[src/rtl/pkg_arb.sv]
// Types for the two-requester memory arbiter: FSM state and requester id.
// Latency: n/a (package only).
// Backpressure: n/a (package only).
package pkg_arb;

  typedef enum logic [1:0] {
    StIdle   = 2'd0,
    StGrantI = 2'd1,
    StGrantD = 2'd2
  } arb_state_e;

  typedef enum logic {
    ReqI = 1'b0,
    ReqD = 1'b1
  } req_id_e;

endpackage

[src/rtl/pkg_bool.sv]
// Boolean constants shared across the arbiter slice.
// Latency: n/a (package only).
// Backpressure: n/a (package only).
package pkg_bool;

  localparam logic True  = 1'b1;
  localparam logic False = 1'b0;

endpackage

[src/rtl/D_FF.sv]
// Generic W-bit register with asynchronous active-low reset to RstVal.
// Latency: 1 cycle from d_i to q_o.
// Backpressure: none, loads every cycle.
//
// Ports: clk_i clock, rst_ni async reset, d_i next value, q_o registered value.
module D_FF #(
  parameter int unsigned  W      = 1,
  parameter logic [W-1:0] RstVal = '0
) (
  input  logic         clk_i,
  input  logic         rst_ni,
  input  logic [W-1:0] d_i,
  output logic [W-1:0] q_o
);

  always_ff @(posedge clk_i or negedge rst_ni) begin
    if (!rst_ni) begin
      q_o <= RstVal;
    end else begin
      q_o <= d_i;
    end
  end

endmodule

[src/rtl/mem_arbiter.sv]
// Round-robin arbiter sharing one memory port between icache refill and dcache.
// Latency: grant 1 cycle after request seen idle; ready/rdata/addr paths combinational.
// Backpressure: grant held until mem_ready_i or watchdog timeout; loser waits at level.
//
// Ports:
//   clk_i, rst_ni                     clock, async active-low reset
//   ic_req_i/ic_addr_i                icache refill request and address
//   ic_rdata_o/ic_ready_o             icache read data and completion pulse
//   dc_req_i/dc_we_i/dc_addr_i/dc_wdata_i  dcache request, write enable, address, data
//   dc_rdata_o/dc_ready_o             dcache read data and completion pulse
//   mem_req_o/mem_we_o/mem_addr_o/mem_wdata_o  memory request side
//   mem_rdata_i/mem_ready_i           memory response side
//   err_o                             sticky watchdog-timeout flag
module mem_arbiter
  import pkg_arb::*;
  import pkg_bool::*;
#(
  parameter int unsigned DWidth        = 32,
  parameter int unsigned TimeoutCycles = 255
) (
  input  logic              clk_i,
  input  logic              rst_ni,
  input  logic              ic_req_i,
  input  logic [DWidth-1:0] ic_addr_i,
  output logic [DWidth-1:0] ic_rdata_o,
  output logic              ic_ready_o,
  input  logic              dc_req_i,
  input  logic              dc_we_i,
  input  logic [DWidth-1:0] dc_addr_i,
  input  logic [DWidth-1:0] dc_wdata_i,
  output logic [DWidth-1:0] dc_rdata_o,
  output logic              dc_ready_o,
  output logic              mem_req_o,
  output logic              mem_we_o,
  output logic [DWidth-1:0] mem_addr_o,
  output logic [DWidth-1:0] mem_wdata_o,
  input  logic [DWidth-1:0] mem_rdata_i,
  input  logic              mem_ready_i,
  output logic              err_o
);

  // Counter holds 0..TimeoutCycles-1; value k-1 on the k-th granted cycle.
  localparam int unsigned    CntW    = (TimeoutCycles > 1) ? $clog2(TimeoutCycles) : 1;
  localparam logic [CntW-1:0] CntLast = CntW'(TimeoutCycles - 1);

  logic [1:0]  state_raw;
  logic        ptr_raw;
  arb_state_e  state_q, state_d;
  req_id_e     ptr_q, ptr_d;
  logic        err_q, err_d;
  logic [CntW-1:0] cnt_q;

  logic granted;
  logic timeout;
  logic done;
  logic entering_grant;

  // ---------------------------------------------------------------- state regs
  D_FF #(.W(2), .RstVal(2'(StIdle))) u_state_ff (
    .clk_i  (clk_i),
    .rst_ni (rst_ni),
    .d_i    (state_d),
    .q_o    (state_raw)
  );

  D_FF #(.W(1), .RstVal(1'(ReqI))) u_ptr_ff (
    .clk_i  (clk_i),
    .rst_ni (rst_ni),
    .d_i    (ptr_d),
    .q_o    (ptr_raw)
  );

  D_FF #(.W(1), .RstVal(False)) u_err_ff (
    .clk_i  (clk_i),
    .rst_ni (rst_ni),
    .d_i    (err_d),
    .q_o    (err_q)
  );

  assign state_q = arb_state_e'(state_raw);
  assign ptr_q   = req_id_e'(ptr_raw);

  // Watchdog fires only when the memory has not answered on the last allowed cycle,
  // so a ready arriving on that same cycle is still a clean completion.
  assign granted = (state_q != StIdle);
  assign timeout = granted && !mem_ready_i && (cnt_q == CntLast);
  assign done    = granted && (mem_ready_i || timeout);

  // ---------------------------------------------------------------- next state
  always_comb begin
    state_d = state_q;
    ptr_d   = ptr_q;
    unique case (state_q)
      StIdle: begin
        if (ic_req_i && dc_req_i) begin
          state_d = (ptr_q == ReqI) ? StGrantI : StGrantD;
        end else if (ic_req_i) begin
          state_d = StGrantI;
        end else if (dc_req_i) begin
          state_d = StGrantD;
        end
      end
      // On completion the owner's request is still high while it consumes ready,
      // so only the other requester is considered for the immediate hand-over.
      StGrantI: begin
        if (done) begin
          ptr_d   = ReqD;
          state_d = dc_req_i ? StGrantD : StIdle;
        end
      end
      StGrantD: begin
        if (done) begin
          ptr_d   = ReqI;
          state_d = ic_req_i ? StGrantI : StIdle;
        end
      end
      default: state_d = StIdle;
    endcase
  end

  assign err_d = err_q | timeout;

  // ---------------------------------------------------------------- watchdog
  assign entering_grant = (state_d != StIdle) && ((state_q == StIdle) || done);

  always_ff @(posedge clk_i or negedge rst_ni) begin
    if (!rst_ni) begin
      cnt_q <= '0;
    end else if (entering_grant) begin
      cnt_q <= '0;
    end else if (granted && !done) begin
      cnt_q <= cnt_q + CntW'(1);
    end
  end

  // ---------------------------------------------------------------- outputs
  always_comb begin
    mem_req_o   = False;
    mem_we_o    = False;
    mem_addr_o  = '0;
    mem_wdata_o = '0;
    ic_ready_o  = False;
    dc_ready_o  = False;
    ic_rdata_o  = mem_rdata_i;
    dc_rdata_o  = mem_rdata_i;
    unique case (state_q)
      StGrantI: begin
        mem_req_o  = True;
        mem_addr_o = ic_addr_i;
        ic_ready_o = mem_ready_i | timeout;
        if (timeout) ic_rdata_o = '0;
      end
      StGrantD: begin
        mem_req_o   = True;
        mem_we_o    = dc_we_i;
        mem_addr_o  = dc_addr_i;
        mem_wdata_o = dc_wdata_i;
        dc_ready_o  = mem_ready_i | timeout;
        if (timeout) dc_rdata_o = '0;
      end
      default: ;
    endcase
  end

  assign err_o = err_q;

endmodule

[config.mk]
export PLATFORM = sky130hd
export DESIGN_NAME = mem_arbiter
export DESIGN_NICKNAME = d
export VERILOG_FILES = /design/src/rtl/pkg_arb.sv /design/src/rtl/pkg_bool.sv /design/src/rtl/D_FF.sv /design/src/rtl/mem_arbiter.sv
export SDC_FILE = /design/constraint.sdc
export NUM_CORES = 1
export LEC_CHECK = 0
export ABC_AREA = 1
export BUFFER_PORTS_ARGS = -buffer_cell sky130_fd_sc_hd__buf_4
export CAP_MARGIN = 5
export CORE_AREA = 2 2 103 105
export CTS_CLUSTER_DIAMETER = 80
export DETAILED_ROUTE_END_ITERATION = 6
export DIE_AREA = 0 0 105 107
export PLACE_DENSITY = 0.63
export SLEW_MARGIN = 20
export SYNTH_ARGS = -nofsm -noshare
export SYNTH_HDL_FRONTEND = slang
export SYNTH_HIERARCHICAL = 1
export SYNTH_SLANG_ARGS = --single-unit
[constraint.sdc]
create_clock -name clk_i -period 2.13 [get_ports clk_i]
set_input_delay 0.213 -clock clk_i [delete_from_list [all_inputs] [get_ports clk_i]]
set_output_delay 0.213 -clock clk_i [all_outputs]
set_load 0.1 [all_outputs]
==> Word-level counts from Yosys, hierarchy flattened <==
Index checks and enable logic that the tools add are counted.
{ "totals": {"elab_cells": 52, "inputBits": 134, "regBits": 12, "out_inout_bits": 133} }
{ "classes": {"addsub": 1, "bitwise_logic": 2, "n_eq_ne": 5, "muxes": 23, "n_reduce_logical": 17} }
{ "ops": {"columns": ["operator", "n"], "rows": [
  ["$mux W32", 4],
  ["$pmux W32 S2", 1],
  ["$mux W8", 2],
  ["$mux W2", 7],
  ["$add A8 B1 Y8 const B", 1],
  ["$eq A8 B8 Y1 const B", 1],
  ["$reduce_bool A2 Y1", 4],
  ["$mux W1", 7],
  ["$logic_and A1 B1 Y1", 6],
  ["$pmux W2 S3", 1],
  ["$ne A2 B2 Y1 const B", 2],
  ["$reduce_and A3 Y1", 1],
  ["$eq A2 B1 Y1 const B", 1],
  ["$eq A2 B2 Y1 const B", 1],
  ["$logic_not A1 Y1", 2],
  ["$logic_not A2 Y1", 1],
  ["$logic_or A1 B1 Y1", 2],
  ["$or A1 B1 Y1", 2],
  ["$pmux W1 S2", 1],
  ["$reduce_or A2 Y1", 1]
]} }

==> Depth between registers and ports, before layout <==
Gate-level depths: netlist of run 1.
{ "depth": {"word_depth": 10, "ltp_mapped": 16, "mapped_depth_nobuf": 16} }

==> Cells and area by module <==
Netlist of run 1, hierarchy kept.
{ "modules_own_cells": {"columns": ["mod", "area_each_um2", "seq_area_each_um2", "cells_each", "n_inst"], "rows": [
  ["mem_arbiter", 1873.0, 200.2, 393, 1],
  ["D_FF (u_err_ff ...)", 25.0, 25.0, 1, 2],
  ["D_FF (u_state_ff)", 50.0, 50.0, 2, 1]
]} }

==> Worst setup path before layout of run 1 <==
Ideal clock, no wire load.
{ "synth_timing": {"kind": "reg2out", "start": "register u_state_ff.q_o[1]", "end": "output port mem_addr_o[0]", "t_arrival_ns": 3.421, "required_time_ns": 1.917, "slack_ns": -1.504, "path_stages_with_launch": 6, "n_path_buf": 1, "path_cell_list": "dfrtp_1 -> inv_1 -> ha_1 -> clkinv_1 -> clkbuf_1 -> a21oi_1"} }
{ "synth_via": {"elab_chain_len": 2, "word_cells_on_any_way": 3, "classes_between": "eq/ne (2); mux (1)"} }
{ "synth_lines": {"columns": ["item", "line", "source"], "rows": [
  ["start, declared", "D_FF.sv:13", "output logic [W-1:0] q_o"],
  ["start signal, assigned", "D_FF.sv:18", "q_o <= RstVal;"],
  ["start signal, assigned", "D_FF.sv:20", "q_o <= d_i;"],
  ["$eq A2 B2 Y1 or $eq A2 B1 Y1 (tied branches)", "mem_arbiter.sv:146", "unique case (state_q)"],
  ["$pmux W32 S2 (*)", "mem_arbiter.sv:146", null],
  ["end, declared", "mem_arbiter.sv:35", "output logic [DWidth-1:0] mem_addr_o,"]
]} }
Mark *: on every way between the ends. The rest lies on a longest branch, timed or not.

==> Final worst setup path of run 1 <==
{ "layout_timing": {"start": "register cnt_q[2]", "end": "output port dc_rdata_o[20]"} }
{ "layout_via": {"elab_chain_len": 4} }
{ "layout_lines": {"columns": ["item", "line", "source"], "rows": [
  ["start, declared", "mem_arbiter.sv:51", "logic [CntW-1:0] cnt_q;"],
  ["start signal, assigned", "mem_arbiter.sv:132", "cnt_q <= cnt_q + CntW'(1);"],
  ["$eq A8 B8 Y1", "mem_arbiter.sv:86", "assign timeout = granted && !mem_ready_i && (cnt_q == CntLast);"],
  ["$logic_and A1 B1 Y1", "mem_arbiter.sv:86", null],
  ["$mux W32", "mem_arbiter.sv:159", "if (timeout) dc_rdata_o = '0;"],
  ["$mux W32", "mem_arbiter.sv:146", null],
  ["end, declared", "mem_arbiter.sv:31", "output logic [DWidth-1:0] dc_rdata_o,"]
]} }
No other way between the ends.

==> impl_metrics.yaml, run 1 <==
cells_and_area:
  diodes: 0
  num-nets-final: 809
  syn_to_final_growth_pct: 173
  drive_gt1_share_pct: 60.8
  postLayoutCellArea_um2: 5380
timing:
  period_share_pct: 97.7
  report.final.hold_viol_count: 0
  drv_slew: 0
  setup_violations: 0
  fmax_mhz: 480
  worst_pin_slew_ns: 0.573
  whs_ns: 0.302
  timing.slew.headroom_pct: 61.8
  min_period_ns: 2.08
  fin_worst_skew_ns: 0.00764
  rsz0062_at_grt: "yes"
drt:
  drt-wirelength-per-cell_um: 14.6
  routed_wirelength_um: 11700
  drt_iter0_drc: 239
  drc: 0
  vias_per_cell: 4.24
  vias: 3410
  drt_pass1_iterations: 4
  final_antenna_net_count: 0
grt:
  antenna_found_initial: 0
  top_usage_layer: "met2"
  grt_pass1_vias: 3150
  grtUsageMet3_pct: 3.04
  grt_pass1_wl_um: 16200
  grt.met2_usage_pct: 33.0
  track_usage_pct: 17.6
  grt_max_degree: 51
  use_met1_pct: 20.7
  grt_overflow: 0
power:
  p_leak_nw: 2.53
  vdd_drop_max_mv: 0.812
  power.density_nw_per_um2: 1310
  total_power_mw: 7.07
yosys:
  synth_top_family_by_area: "simple AND/OR/NAND/NOR gates"
  synth_fa_ha_area_share_pct: 3.80
  synth_warnings: 6
  mappedNetlistNets: 537
  synth_compound_area_share_pct: 11.0
  synthSimpleGateAreaFrac_pct: 47.6
  ys_ff_latch: 12
  synth_cell_types: 24
  yosys.area_share.xor_xnor_pct: 0.888
  syn_area_um2: 1970
  syn_area_per_cell_um2: 4.97
  ys_seq_area_share_pct: 15.2
  syn_inst: 397
  muxShareOfSynthArea_pct: 0
floorplanning:
  start_util_pct: 19.6
  die_h_um: 107
  coreArea_um2: 10100
  num_rows: 37
  die_area_um2: 11200
  die_w_um: 105
  ios: 267
critical_path:
  startpoint: "cnt_q[2]"
  cp.required_ns: 1.92
  critical_path_class: "flop to output port"
  path_max_fanout: 8
  critPathLaunchType: "flop"
  end_kind: "output port"
  cp_data_arrival_time_ns: 1.87
  worstReg2RegStart: "u_state_ff/q_o[0]"
worst_hold_path:
  hold_start: "mem_ready_i"
  hold_class: "input pin to flop"
status:
  status: "complete, no violations"
placement:
  dpl-instance-area_um2: 4700
  dpl.hpwl_um: 9050
  io_buffers: 266
  place_congestion: 0.839
cts:
  clockBufferDepth: 2
  worst_skew_pair.late_latency_ns: 0.24
  cts.clk_slew.worst_paths_ns: 0.06
  cts_sinks: 12
  tritoncts: "yes"
  cts_buffers: 3
  htree_levels: 1
  root_buffer: "clkbuf_8"
job:
  cap_violations: 0
[critical path, stage by stage (launching register included)]
cell and delay [ns]:
dfrtp_1 0.40, nand2_2 0.10, nor2_4 0.11, inv_2 0.04, nor3_2 0.18, nand3_2 0.13, nor2_4 0.15, buf_6 0.13
clkbuf_16 0.15, nor2_1 0.06, buf_6 0.18
[cell usage after synthesis (all sizes together)]
library cell,instances,share of area [%]
or2,1,0.32
nand2,127,26
o32ai,1,0.44
inv,87,17
o21ai,3,0.76
nand4,3,0.95
nand3,13,4.1
buf,10,2.5
a21oi,37,9.4
nor3,2,0.51
xnor2,1,0.44
ha,6,3.8
o211ai,1,0.38
clkinv,2,0.38
xor2,1,0.44
clkbuf,11,2.1
dfrtp,12,15
nor2,79,15
[placed cells by master (no fill, tap or decap), types with 5 or more instances in the layout]
master      netlist  layout
nor2_2            3      24
buf_12            0      15
inv_1            87      54
nand2_1         118     117
buf_6             0      79
buf_4             1     192
a21oi_4           0      32
a21oi_1          37       5
nand2_2           5       6
nor2_1           76      49
clkinvlp_4        0      30
dfrtp_1          12      11
nand3_1          10       9
nor2_4            0       6
[per-layer routing]
layer  routed length, um  up-vias
li1                    -     1697
met1                4590     1559
met2                6250      134
met3                 625       20
met4                 274        0
met5                   0        -
[cells by family (layout without fill, tap and decap cells)]
| logic type | after synthesis | in the layout |
|---|---|---|
| AO/OA/AOI/OAI | 42 | 42 |
| XOR/XNOR | 2 | 2 |
| adder cells (fa/ha/maj) | 6 | 6 |
| buffers and inverters | 110 | 381 |
| flip-flops | 12 | 12 |
| AND/OR/NAND/NOR | 225 | 225 |
[state kept, by name (all words and copies together), names as in the netlist]
signal / cells
u_state_ff/q_o: 2
u_err_ff/q_o: 1
u_ptr_ff/q_o: 1
cnt_q: 8
[timing repair]
action,CTS,global route
setup endpoints to repair,72,107
pin swaps,2,5
gates cloned,1,1
buffers inserted,3,9
resized for setup,45,86
hold buffers,1,0
hold endpoints to repair,12,0
[path summary, 6_finish.rpt]
check / slack (ns) / cells after the start / to
worst min register to register: 0.48 / 2 / u_err_ff/q_o
worst max register to register: 0.34 / 12 / cnt_q[7]
min in group asynchronous: 0.34 / 2 / cnt_q[2]
worst max-delay path: 0.05 / 10 / dc_rdata_o[20]
max in group asynchronous: 1.62 / 2 / cnt_q[3]
worst min-delay path: 0.30 / 4 / u_err_ff/q_o
[metrics by stage]
stage	cells	utilization [%]	setup TNS [ns]	worst slack, ns
5_1_grt	804	53.3	-1.25	-0.0612
2_1_floorplan	397	-	-21.61	-0.449
3_5_place_dp	786	46.6	0	0.204
3_3_place_gp	786	46.6	0	0.242
4_1_cts	795	49.5	0	0.000114
6_report	804	53.3	0	0.0486
[report_power, final]
part,switching [mW],internal [mW]
registers,0.0325,0.268
clock network,0.0817,0.163
logic,4.92,1.61
total,5.03,2.04
[layout make-up]
| cell class | count | area, um2 |
|---|---|---|
| Multi-Input combinational cell | 275 | 1730 |
| Tap cell | 136 | 170 |
| Fill cell | 950 | 4710 |
| Timing Repair Buffer | 288 | 2670 |
| Clock buffer | 4 | 55.1 |
| Inverter | 89 | 452 |
| Sequential cell | 12 | 302 |
Note: power is estimated with default switching activity, not from simulation.
==> run 2: changes to the inputs <==
==> constraint.sdc (replaced) <==
create_clock -name clk_i -period 2.13 [get_ports clk_i]
set_input_delay 0.213 -clock clk_i [delete_from_list [all_inputs] [get_ports clk_i]]
set_output_delay 0.213 -clock clk_i [all_outputs]
set_load 0.02 [all_outputs]
==> run 2 against run 1 <==
Critical path depth shrank 2; die area is the same; clock skew decreased by 0.0061 ns; sequential power about the same; setup slack better by 0.029 ns; critical endpoint is now dc_rdata_o[17]; largest power group unchanged.
==> impl_metrics.yaml, run 2 (synthesis gave the netlist of run 1 again) <==
status:
  status: "complete, no violations"
cells_and_area:
  utilization_pct: 43.4
  reg.largest.list: "cnt_q: 8 flops, u_state_ff/q_o: 2 flops"
  num-nets-final: 808
  diodes: 0
  largest_register_ffs: 8
  regMostFlops: "cnt_q"
  final_cell_mix: "buf_4, nand2_1, inv_1, nor2_1, a21oi_1"
  final_common_cell: "buf_4"
  syn_to_final_growth_pct: 122
  drive_gt1_share_pct: 47.7
grt:
  grt_overflow: 0
  grt_pass1_wl_um: 14100
  antenna_found_initial: 0
  grt_max_degree: 56
  grt_pass1_vias: 3010
  track_usage_pct: 14.9
timing:
  timing.slew.headroom_pct: 76.0
  setup_violations: 0
  period_share_pct: 96.4
  report.final.hold_viol_count: 0
  worst_pin_slew_ns: 0.361
  rsz0062_at_grt: "yes"
  tns_ns: 0
  min_period_ns: 2.05
  fin_worst_skew_ns: 0.00151
  fmax_mhz: 487
  drv_slew: 0
floorplanning:
  start_util_pct: 19.6
  die_h_um: 107
  num_rows: 37
  die_w_um: 105
  ios: 267
  die_area_um2: 11200
  coreArea_um2: 10100
job:
  cap_violations: 0
critical_path:
  cp_data_arrival_time_ns: 1.84
  critical_path_class: "flop to output port"
  cp.required_ns: 1.92
  end_kind: "output port"
  critPathLaunchType: "flop"
  path_max_fanout: 8
  worstReg2RegStart: "u_state_ff/q_o[1]"
  startpoint: "u_state_ff/q_o[1]"
cts:
  htree_levels: 1
  cts.clk_slew.worst_paths_ns: 0.06
  tritoncts: "yes"
  cts_sinks: 12
  cts_buffers: 3
  clockBufferDepth: 2
  worst_skew_pair.late_latency_ns: 0.24
  root_buffer: "clkbuf_8"
power:
  power.density_nw_per_um2: 773
  p_leak_nw: 2.65
  internal_power_mw: 1.54
  vdd_drop_max_mv: 0.485
  clockPowerShare_pct: 7.4
  pwr-share-seq_pct: 8.8
  p_sw_share_pct: 54.7
  pwr-share-comb_pct: 83.8
  p_switching_mw: 1.85
drt:
  final_antenna_net_count: 0
  wl_met2_um: 5310
  drt_pass1_iterations: 4
  vias: 3321
  met1_length_um: 3600
  drc: 0
  dr_wl_met3_um: 739
  drt-wirelength-per-cell_um: 12.2
  drt_iter0_drc: 193
  dr.max_layer_used: "met4"
  routed_wirelength_um: 9760
  vias_per_cell: 4.14
placement:
  place_congestion: 0.817
  dpl.hpwl_um: 7770
  io_buffers: 266
worst_hold_path:
  hold_start: "mem_ready_i"
  hold_class: "input pin to flop"
## run 2: power groups by stage
stage                     Combinational [mW]  Clock, mW  Sequential, mW
final                                   2.84      0.250           0.299
after global routing                    3.09      0.276           0.302
after CTS                               2.79      0.257           0.313
after detailed placement                2.78          0           0.318
after global placement                  2.75          0           0.309
after floorplan                         1.60          0           0.303
## run 2: metal layers
| layer | track usage (%) | vias up |
|---|---|---|
| met3 | 3.10 | 10 |
| met1 | 16.1 | 1463 |
| met4 | 4.00 | 0 |
| li1 | - | 1693 |
| met5 | 0 | - |
| met2 | 29.0 | 155 |
## run 2: path summary, 6_finish.rpt
kind,to,slack [ns],depth (start not counted)
worst min register to register,u_err_ff/q_o,0.48,2
max in group asynchronous,cnt_q[3],1.61,2
worst max register to register,cnt_q[3],0.24,11
min in group asynchronous,cnt_q[7],0.35,2
worst max-delay path,dc_rdata_o[17],0.08,8
worst min-delay path,u_err_ff/q_o,0.30,4
## run 2: repair_timing
action / in CTS / in global routing
endpoints found under the setup margin: 0 / 89
buffers inserted: 0 / 10
gates resized for setup: 0 / 17
hold buffers: 1 / 0
hold endpoints to repair: 12 / 0
## run 2: per-stage QoR
step | instance area [um2] | power, mW | cells | worst slack [ns] | hold slack [ns]
4_1_cts | 4210 | 3.36 | 791 | 0.000612 | 0.298
6_report | 4380 | 3.39 | 803 | 0.0774 | 0.298
3_5_place_dp | 4150 | 3.09 | 786 | 0.178 | 0.0629
2_1_floorplan | 1970 | 1.90 | 397 | 0.206 | -0.0826
3_3_place_gp | 4150 | 3.06 | 786 | 0.276 | 0.0605
5_1_grt | 4380 | 3.67 | 803 | -0.0548 | 0.306
## run 2: final cells by class
class / instances / area (um2)
Multi-Input combinational cell: 275 / 1290
Inverter: 89 / 334
Sequential cell: 12 / 302
Timing Repair Buffer: 287 / 2230
Clock buffer: 4 / 55.1
Fill cell: 1038 / 5710
Tap cell: 136 / 170
## run 2: critical path, stage by stage, from the launching register on
cell and delay, ns:
dfrtp_1 0.36, inv_1 0.10, ha_1 0.25, nor2_2 0.15, nand3_2 0.12, nor2_4 0.22
clkbuf_16 0.20, nor2_1 0.04, buf_4 0.15
